==> src/rtl/synth_pkg.sv <==
// Shared types and helpers for the poly_synth voice engine.
//   adsr_state_t : per-voice envelope FSM state
//   LfsrPoly     : Galois feedback mask for x^16+x^14+x^13+x^11+1 (right-shifting form)
//   LfsrSeed     : LFSR reset value
//   sat_add      : min(a+b, lim)
//   sat_sub      : max(a-b, lo)
// Arguments are zero-extended into 32 bits; callers truncate back to EW bits.
package synth_pkg;

  typedef enum logic [2:0] {
    StIdle,
    StAttack,
    StDecay,
    StSustain,
    StRelease
  } adsr_state_t;

  localparam logic [15:0] LfsrPoly = 16'hB400;
  localparam logic [15:0] LfsrSeed = 16'hACE1;

  function automatic logic [31:0] sat_add(input logic [31:0] a, input logic [31:0] b,
                                          input logic [31:0] lim);
    logic [32:0] sum;
    sum = {1'b0, a} + {1'b0, b};
    return (sum >= {1'b0, lim}) ? lim : sum[31:0];
  endfunction

  function automatic logic [31:0] sat_sub(input logic [31:0] a, input logic [31:0] b,
                                          input logic [31:0] lo);
    // Compare before subtracting so a < b cannot wrap.
    logic [32:0] need;
    need = {1'b0, b} + {1'b0, lo};
    return ({1'b0, a} >= need) ? (a - b) : lo;
  endfunction

endpackage

==> src/rtl/synth_voice.sv <==
// One synthesiser voice: gate edge detect, ADSR envelope FSM and free-running pulse oscillator.
// Ports:
//   clk_i, rst_ni  : clock, synchronous active-low reset
//   tick_i         : envelope update strobe from the shared prescaler
//   trig_i         : level-sensitive gate
//   ai_i/di_i/ri_i : attack/decay/release step per tick (0 behaves as 1)
//   s_i            : sustain level
//   count_max_i    : oscillator half period minus one
//   env_o, phase_o : current envelope level and oscillator phase
//   busy_o         : state is not idle
module synth_voice
  import synth_pkg::*;
#(
  parameter int unsigned EW = 8,
  parameter int unsigned CW = 16
) (
  input  logic          clk_i,
  input  logic          rst_ni,
  input  logic          tick_i,
  input  logic          trig_i,
  input  logic [EW-1:0] ai_i,
  input  logic [EW-1:0] di_i,
  input  logic [EW-1:0] s_i,
  input  logic [EW-1:0] ri_i,
  input  logic [CW-1:0] count_max_i,
  output logic [EW-1:0] env_o,
  output logic          phase_o,
  output logic          busy_o
);

  localparam logic [EW-1:0] EnvMax = '1;

  adsr_state_t   state_q, state_d;
  logic [EW-1:0] env_q, env_d;
  logic          trig_q;
  logic [CW-1:0] cnt_q, cnt_d;
  logic          phase_q, phase_d;

  logic [EW-1:0] step_a, step_d, step_r;
  logic          rise, wrap;

  assign step_a = (ai_i == '0) ? EW'(1) : ai_i;
  assign step_d = (di_i == '0) ? EW'(1) : di_i;
  assign step_r = (ri_i == '0) ? EW'(1) : ri_i;
  assign rise   = trig_i & ~trig_q;

  always_comb begin
    state_d = state_q;
    env_d   = env_q;
    // A rising gate restarts the attack from the current level in every state.
    if (rise) begin
      state_d = StAttack;
    end else begin
      case (state_q)
        StIdle: ;
        StAttack: begin
          if (!trig_i) begin
            state_d = StRelease;
          end else if (tick_i) begin
            env_d = EW'(sat_add(32'(env_q), 32'(step_a), 32'(EnvMax)));
            if (env_d == EnvMax) state_d = StDecay;
          end
        end
        StDecay: begin
          if (!trig_i) begin
            state_d = StRelease;
          end else if (s_i == EnvMax) begin
            state_d = StSustain;
            env_d   = EnvMax;
          end else if (tick_i) begin
            env_d = EW'(sat_sub(32'(env_q), 32'(step_d), 32'(s_i)));
            if (env_d == s_i) state_d = StSustain;
          end
        end
        StSustain: begin
          if (!trig_i) state_d = StRelease;
          else         env_d   = s_i;
        end
        StRelease: begin
          if (tick_i) begin
            env_d = EW'(sat_sub(32'(env_q), 32'(step_r), 32'd0));
            if (env_d == '0) state_d = StIdle;
          end
        end
        default: state_d = StIdle;
      endcase
    end
  end

  // >= rather than == so a lowered count_max wraps at once instead of overrunning.
  assign wrap    = (cnt_q >= count_max_i);
  assign cnt_d   = wrap ? '0 : cnt_q + CW'(1);
  assign phase_d = phase_q ^ wrap;

  always_ff @(posedge clk_i) begin
    if (!rst_ni) begin
      state_q <= StIdle;
      env_q   <= '0;
      trig_q  <= 1'b0;
      cnt_q   <= '0;
      phase_q <= 1'b0;
    end else begin
      state_q <= state_d;
      env_q   <= env_d;
      trig_q  <= trig_i;
      cnt_q   <= cnt_d;
      phase_q <= phase_d;
    end
  end

  assign env_o   = env_q;
  assign phase_o = phase_q;
  assign busy_o  = (state_q != StIdle);

endmodule

==> src/rtl/poly_synth.sv <==
// Multi-voice pulse/ADSR synthesiser with a registered signed mixer output.
// Ports:
//   clk, rst   : clock, synchronous active-low reset
//   trig       : per-voice gate
//   ai/di/s/ri : shared ADSR timing and sustain level
//   count_max  : per-voice half period minus one, voice v at [v*CW +: CW]
//   noise_sel  : per-voice LFSR-noise select (only with POLY_SYNTH_NOISE_EN)
//   busy       : per-voice "not idle"
//   data       : signed mixed sample, one clock behind the voice state
// Build option: define POLY_SYNTH_NOISE_EN to add noise_sel and the shared 16-bit LFSR.
module poly_synth
  import synth_pkg::*;
#(
  parameter int unsigned VOICES  = 4,
  parameter int unsigned EW      = 8,
  parameter int unsigned CW      = 16,
  parameter int unsigned DW      = 16,
  parameter int unsigned ENV_DIV = 1
) (
  input  logic                 clk,
  input  logic                 rst,
  input  logic [VOICES-1:0]    trig,
  input  logic [EW-1:0]        ai,
  input  logic [EW-1:0]        di,
  input  logic [EW-1:0]        s,
  input  logic [EW-1:0]        ri,
  input  logic [VOICES*CW-1:0] count_max,
`ifdef POLY_SYNTH_NOISE_EN
  input  logic [VOICES-1:0]    noise_sel,
`endif
  output logic [VOICES-1:0]    busy,
  output logic [DW-1:0]        data
);

  localparam int unsigned SW    = EW + 1 + $clog2(VOICES);
  localparam int unsigned Shift = DW - SW;
  localparam int unsigned PW    = (ENV_DIV > 1) ? $clog2(ENV_DIV) : 1;

  logic [PW-1:0] presc_q, presc_d;
  logic          tick;

  assign tick    = (presc_q == PW'(ENV_DIV - 1));
  assign presc_d = tick ? '0 : presc_q + PW'(1);

  logic [EW-1:0]     env_v [VOICES];
  logic [VOICES-1:0] phase_v;
  logic [VOICES-1:0] sign_v;

  for (genvar v = 0; v < VOICES; v++) begin : g_voice
    synth_voice #(
      .EW(EW),
      .CW(CW)
    ) u_voice (
      .clk_i       (clk),
      .rst_ni      (rst),
      .tick_i      (tick),
      .trig_i      (trig[v]),
      .ai_i        (ai),
      .di_i        (di),
      .s_i         (s),
      .ri_i        (ri),
      .count_max_i (count_max[v*CW +: CW]),
      .env_o       (env_v[v]),
      .phase_o     (phase_v[v]),
      .busy_o      (busy[v])
    );
  end

`ifdef POLY_SYNTH_NOISE_EN
  logic [15:0] lfsr_q, lfsr_d;

  assign lfsr_d = {1'b0, lfsr_q[15:1]} ^ (lfsr_q[0] ? LfsrPoly : 16'h0000);
  assign sign_v = (noise_sel & {VOICES{lfsr_q[0]}}) | (~noise_sel & phase_v);

  always_ff @(posedge clk) begin
    if (!rst) lfsr_q <= LfsrSeed;
    else      lfsr_q <= lfsr_d;
  end
`else
  assign sign_v = phase_v;
`endif

  logic signed [SW-1:0] sum;
  logic        [DW-1:0] data_d, data_q;

  always_comb begin
    logic signed [EW:0] samp;
    samp = '0;
    sum  = '0;
    for (int v = 0; v < VOICES; v++) begin
      samp = $signed({1'b0, env_v[v]});
      if (!sign_v[v]) samp = -samp;
      sum = sum + SW'(samp);
    end
    // Scale the mix so full-scale voices land near the top of the output range.
    data_d = DW'(sum) << Shift;
  end

  always_ff @(posedge clk) begin
    if (!rst) begin
      presc_q <= '0;
      data_q  <= '0;
    end else begin
      presc_q <= presc_d;
      data_q  <= data_d;
    end
  end

  assign data = data_q;

endmodule

==> config.mk <==
export PLATFORM = sky130hd
export DESIGN_NAME = poly_synth
export DESIGN_NICKNAME = d
export VERILOG_FILES = /design/src/rtl/synth_pkg.sv /design/src/rtl/synth_voice.sv /design/src/rtl/poly_synth.sv
export SDC_FILE = /design/constraint.sdc
export NUM_CORES = 1
export LEC_CHECK = 0
export ABC_AREA = 0
export BUFFER_PORTS_ARGS = -buffer_cell sky130_fd_sc_hd__buf_2
export CORE_MARGIN = 4
export CORE_UTILIZATION = 64
export CTS_BUF_LIST = sky130_fd_sc_hd__clkbuf_4 sky130_fd_sc_hd__clkbuf_8
export CTS_CLUSTER_SIZE = 24
export DETAILED_ROUTE_END_ITERATION = 10
export HOLD_SLACK_MARGIN = 0.02
export PLACE_DENSITY = 0.81
export SETUP_SLACK_MARGIN = 0.3
export SLEW_MARGIN = 20
export SYNTH_ARGS = -nofsm -noshare
export SYNTH_HDL_FRONTEND = slang
export SYNTH_SLANG_ARGS = --single-unit
==> constraint.sdc <==
create_clock -name clk -period 6 [get_ports clk]
set_input_delay 1.2 -clock clk [delete_from_list [all_inputs] [get_ports clk]]
set_output_delay 1.2 -clock clk [all_outputs]
set_load 0.02 [all_outputs]
# Word level (Yosys, flattened, before mapping)
# Cells that the tools add are included.
# totals
word_cells	333
output_inout_bits	20
ff_bits	133
in_bits	102
# op_classes
magnitude_cmp	16
n_addsub	25
n_eq_ne	105
mux	99
bitwise_logic	21
reduce_logical	40
# ops
operator	count
2-to-1 mux 8 bit	43
>= comparator 8 x 33 -> 1 bit	4
one-hot mux 8 bit (4 select lines)	4
2-to-1 mux 3 bit	40
AND reduction 8 bit	12
adder 16 x 1 -> 16 bit (second input constant)	4
>= comparator 16 bit	4
subtractor 8 bit	8
one-hot mux 3 bit (5 select lines)	4
zero test 8 bit	7
inequality test 2 bit (second input constant)	24
adder 8 x 8 -> 9 bit	5
== test 8 bit (second input constant)	5
inequality test 3 x 2 -> 1 bit (second input constant)	13
>= comparator 9 x 8 -> 1 bit (second input constant)	4
2-to-1 mux 9 bit	4
negator 8 -> 9 bit	4
== test 8 bit	4
>= comparator 8 bit	4
inequality test 4 x 3 -> 1 bit (second input constant)	8
== test 3 x 2 -> 1 bit (second input constant)	8
inequality test 3 bit (second input constant)	7
inequality test 4 x 2 -> 1 bit (second input constant)	5
inequality test 5 x 3 -> 1 bit (second input constant)	4
other kinds (20)	77

# Logic depth before layout (Yosys ltp)
# depth
depth_word	12
mapped_depth	20
ltp_nobuf	18

# By module
# A second synthesis with hierarchy kept.
# hier_totals
cells_unflattened	2152
hier_area_um2	16814.9
# modules_own_cells
mod	cells_each	seq_area_each_um2	n_inst	area_each_um2
synth_voice (g_voice[1].u_voice)	500	580.6	1	3880.0
synth_voice (g_voice[2].u_voice)	469	580.6	1	3728.6
synth_voice (g_voice[3].u_voice)	490	580.6	1	3719.8
synth_voice (g_voice[0].u_voice)	469	580.6	1	3674.8
poly_synth	224	240.2	1	1811.7

# Worst setup path before layout
# No wires, ideal clock.
# synth_path
path_type	input-to-reg
from	input port di[7]
to	register g_voice[2].u_voice.env_q[1]
t_required_ns	5.881
path_stages	20
path_slack_ns	0.772
n_path_buf	2
arrival_time_ns	5.109
setup_ns	0.119
path_cell_list	buf_2 -> nor4_1 -> a41o_1 -> ha_1 -> inv_1 -> fa_1 -> nor2b_1 -> o21ai_0 -> o221a_2 -> xor2_1 -> ha_1 -> and4_1 -> o311ai_0 -> a21boi_0 -> a2111oi_4 -> nor4_4 -> buf_4 -> mux2i_1 -> a21oi_1 -> o221a_2
# synth_via
elab_chain_cells	9
elab_cells_between_ends	10
cone_classes	2 x add/sub; 1 x order compare; 6 x mux; 1 x reduce/logical
# synth_lines
item	line	text
from (decl)	poly_synth.sv:24	input logic [EW-1:0] di,
zero test 8 bit	synth_voice.sv:43	assign step_d = (di_i == '0) ? EW'(1) : di_i;
2-to-1 mux 8 bit *	synth_voice.sv:43	
adder 8 x 8 -> 9 bit	synth_pkg.sv:32	need = {1'b0, b} + {1'b0, lo};
>= comparator 8 x 33 -> 1 bit	synth_pkg.sv:33	return ({1'b0, a} >= need) ? (a - b) : lo;
2-to-1 mux 8 bit *	synth_pkg.sv:33	
2-to-1 mux 8 bit *	synth_voice.sv:70	end else if (tick_i) begin
2-to-1 mux 8 bit *	synth_voice.sv:67	end else if (s_i == EnvMax) begin
2-to-1 mux 8 bit *	synth_voice.sv:65	if (!trig_i) begin
one-hot mux 8 bit (4 select lines) *	synth_voice.sv:54	case (state_q)
to (signal assigned)	synth_voice.sv:104	env_q <= env_d;
to (decl)	synth_voice.sv:34	logic [EW-1:0] env_q, env_d;
# Mark *: on every way between the ends. The rest lies on a longest branch, timed or not. The select of a mux whose other input is x is not followed.
# A chain may end at the register's enable or synchronous reset.

# Worst setup path after layout
# layout_path
from	input port di[3]
to	register g_voice[2].u_voice.env_q[5]
# The elaborated chain is that of the path after synthesis.

==> flow_metrics.tcl <==
set metrics [dict create \
    worstReg2RegEnd "data[15]" \
    hp-start "g_voice[0].u_voice.cnt_q[0]" \
    hold_end "g_voice[0].u_voice.cnt_q[0]" \
    clkTransAtPathRegs_ps 100 \
    final_cells 2442 \
    area_growth_pct 7.77 \
    finalSetupViolations 0 \
    io_pins 122 \
    clock_tree.htree_level_count 4 \
    hpwl_um 37700 \
    worstMarginPinSlew_ps 991 \
    worstReg2RegStart "g_voice[0].u_voice.env_o[1]" \
    place.gp.congestion 1.00 \
    drv_cap 0 \
    synth_edf_count 0 \
    postRouteAntennaNets 0 \
    cts_tree "built" \
    fin_util_pct 70.0 \
    port_buffers 116 \
    holdBufCountCts 0 \
    arrival_ps 5720 \
    worstSetupStartpoint "di[3]" \
    synthCells 2028 \
    period_needed_ps 5350 \
    nets 2449 \
    synth-async-reset-ratio_pct 0 \
    crit_type "primary input to register" \
    post_cts_resized 0 \
    synth_area_leaders "ha_1 17%, dfxtp_1 16%, xor2_1 5.5%, xnor2_1 4.5%, nor2_1 4.4%" \
    clockBufferDepth 2 \
    cts_buffers 17 \
    drt_pass1_iterations 5 \
    clk_latency_ps 460 \
    drt_iter0_markers 1229 \
    overflow 0 \
    grt_pass1_vias 15300 \
    startpoint_type "primary input" \
    yosysSeqAreaShare_pct 16.3 \
    final-seq-area_sq_um 2560 \
    rsz0062_at_grt "false" \
    yosysTopAreaCellShare_pct 16.7 \
    yosysMostFrequentCell "ha_1" \
    drive_gt1_share_pct 10.2 \
    cts_root_buf "clkbuf_8" \
    grt_usage_pct 35.7 \
    worstPathRequired_ps 6370 \
    dieArea_sq_um 27200 \
    end_kind "register" \
    wl_per_cell_um 20.2 \
    whs_ps 542 \
    grt_start_max_net_pins 62 \
    cts_setup_buffers 0 \
    vias 16000 \
    fin_tns_setup_ps 0 \
    finalPower_mw 2.92 \
    die_w_um 165 \
    maxSlewHeadroom_pct 33.3 \
    core_sq_um 24200 \
    ys_types 86 \
    dp_cells 2410 \
    ff2ff_setup_slack_ps 1440 \
    die_h_um 165 \
    finalClockSkew_ps 21.2 \
    rows 57 \
    synth_area_sq_um 15800 \
    grt_first_pass_wirelength_um 77600 \
    n_fill_cell 2044 \
    fin_crit_sh_pct 89.2 \
    avgSynthCellArea_sq_um 7.77 \
    hold_class "register to register" \
    reg2reg_depth 16 \
    antenna_found_initial 0 \
    yosys.area.top_type "ha_1" \
    power_density_nw_per_um2 172 \
    initial_core_util_pct 65.0 \
    synth_warnings 0 \
    ir_drop_mv 0.119 \
    crit_fanout 12 \
    status "finished, final reports clean" \
    synthTopCellsByCount "210 x ha_1, 184 x nor2_1, 155 x inv_1" \
    vias_per_cell 6.55 \
    hold_viol_final 0 \
    max_freq_ghz 0.187 \
    whs_path_depth 1 \
    ys_seq_elements 128 \
    finalMaxSlewViolations 0 \
    multiInputGateArea_sq_um 12300 \
    route.detailed.drc 0 \
    synthFlopType "dfxtp_1" \
    p_leak_nw 7.81 \
    clock_sinks 128 \
    wl_um 49400 \
    antennaDiodeCount 0 \
]
==> state kept, by name, indices dropped and copies added, names as in the netlist <==
signal	cells
g_voice.u_voice.cnt_q	64
g_voice.u_voice.env_o	32
g_voice.u_voice.state_q	12
data	11
g_voice.u_voice.phase_o	4
g_voice.u_voice.trig_q	4
presc_q	1
==> worst max-delay path, stage by stage <==
cell       delay, ps
buf_2            120
nor4_1           300
a41o_1           240
ha_1             200
inv_1             70
fa_1             410
nor2b_1          120
o21ai_0           90
o221a_2          330
xor2_1           170
ha_1             310
and4_1           170
o311ai_0         150
a21boi_0         370
a2111oi_4        100
nor4_4           690
mux2i_1          260
o221ai_1         130
a41o_1           260
==> where the power goes <==
part | internal [mW] | total (mW) | switching, mW
sequential | 0.897 | 0.957 | 0.0602
combinational | 0.448 | 1.10 | 0.647
clock | 0.431 | 0.871 | 0.440
total | 1.78 | 2.92 | 1.15
==> cell usage in the layout (no fill, tap or decap), types with 9 or more instances in the layout <==
| master | instances |
|---|---|
| nand2b_1 | 33 |
| or3_1 | 20 |
| nor2_1 | 184 |
| nand4_1 | 20 |
| xor2_1 | 99 |
| nor2b_1 | 25 |
| nand2_1 | 122 |
| o21a_1 | 24 |
| a31oi_1 | 19 |
| mux2i_1 | 15 |
| xnor2_1 | 81 |
| o22ai_1 | 14 |
| a221oi_1 | 10 |
| o221a_2 | 9 |
| a2111oi_0 | 20 |
| inv_1 | 155 |
| ha_1 | 210 |
| o211ai_1 | 21 |
| a21o_1 | 45 |
| o21bai_1 | 10 |
| o2111ai_1 | 19 |
| o221ai_1 | 12 |
| o31a_1 | 12 |
| a21oi_1 | 127 |
| nor4_1 | 21 |
| fa_1 | 32 |
| and3_1 | 29 |
| buf_4 | 20 |
| nand3_1 | 80 |
| nor3b_1 | 9 |
| a211oi_1 | 24 |
| and2_1 | 11 |
| nor3_1 | 84 |
| dfxtp_1 | 128 |
| clkbuf_8 | 17 |
| buf_2 | 116 |
| or2_2 | 12 |
| o21ai_0 | 83 |
==> worst max path at each step <==
| stage | to | slack [ps] |
|---|---|---|
| global placement | g_voice[2].u_voice.env_o[5] | 470 |
| detailed placement | g_voice[2].u_voice.env_o[5] | 360 |
| floorplan | g_voice[2].u_voice.env_o[1] | 770 |
| finish | g_voice[2].u_voice.env_o[5] | 650 |
| global route | g_voice[2].u_voice.env_o[0] | 360 |
| CTS | g_voice[2].u_voice.env_o[5] | 760 |
==> cell families after synthesis <==
kind of cell | synth area share (%)
flops | 16.3
mux | 1.45
compound gates | 23.9
buf+inv | 6.10
xor+xnor | 10.1
simple gates | 21.3
other cells | 0.0238
fa+ha+maj | 20.9
==> layout make-up <==
class                   count  area share, %
multi-input cells        1667           72.3
flip-flops and latches    128           15.1
repair buffers            136           4.30
inverters                 155           3.43
well taps                 324           2.39
clock buffers              18           1.42
clock inverters            14           1.12
==> per-layer routing <==
layer	global-route usage (%)	share of wire (%)
met1	42.6	39
met2	59.8	46
met3	6.69	8.5
met4	21.0	6.8
met5	0	0
==> stage by stage <==
step,setup slack [ps],area (sq um)
2_1_floorplan,772,15800
3_3_place_gp,470,16500
3_5_place_dp,364,16500
4_1_cts,757,17000
5_1_grt,364,17000
6_report,650,17000
No activity file was read; power rests on OpenSTA's default activity.
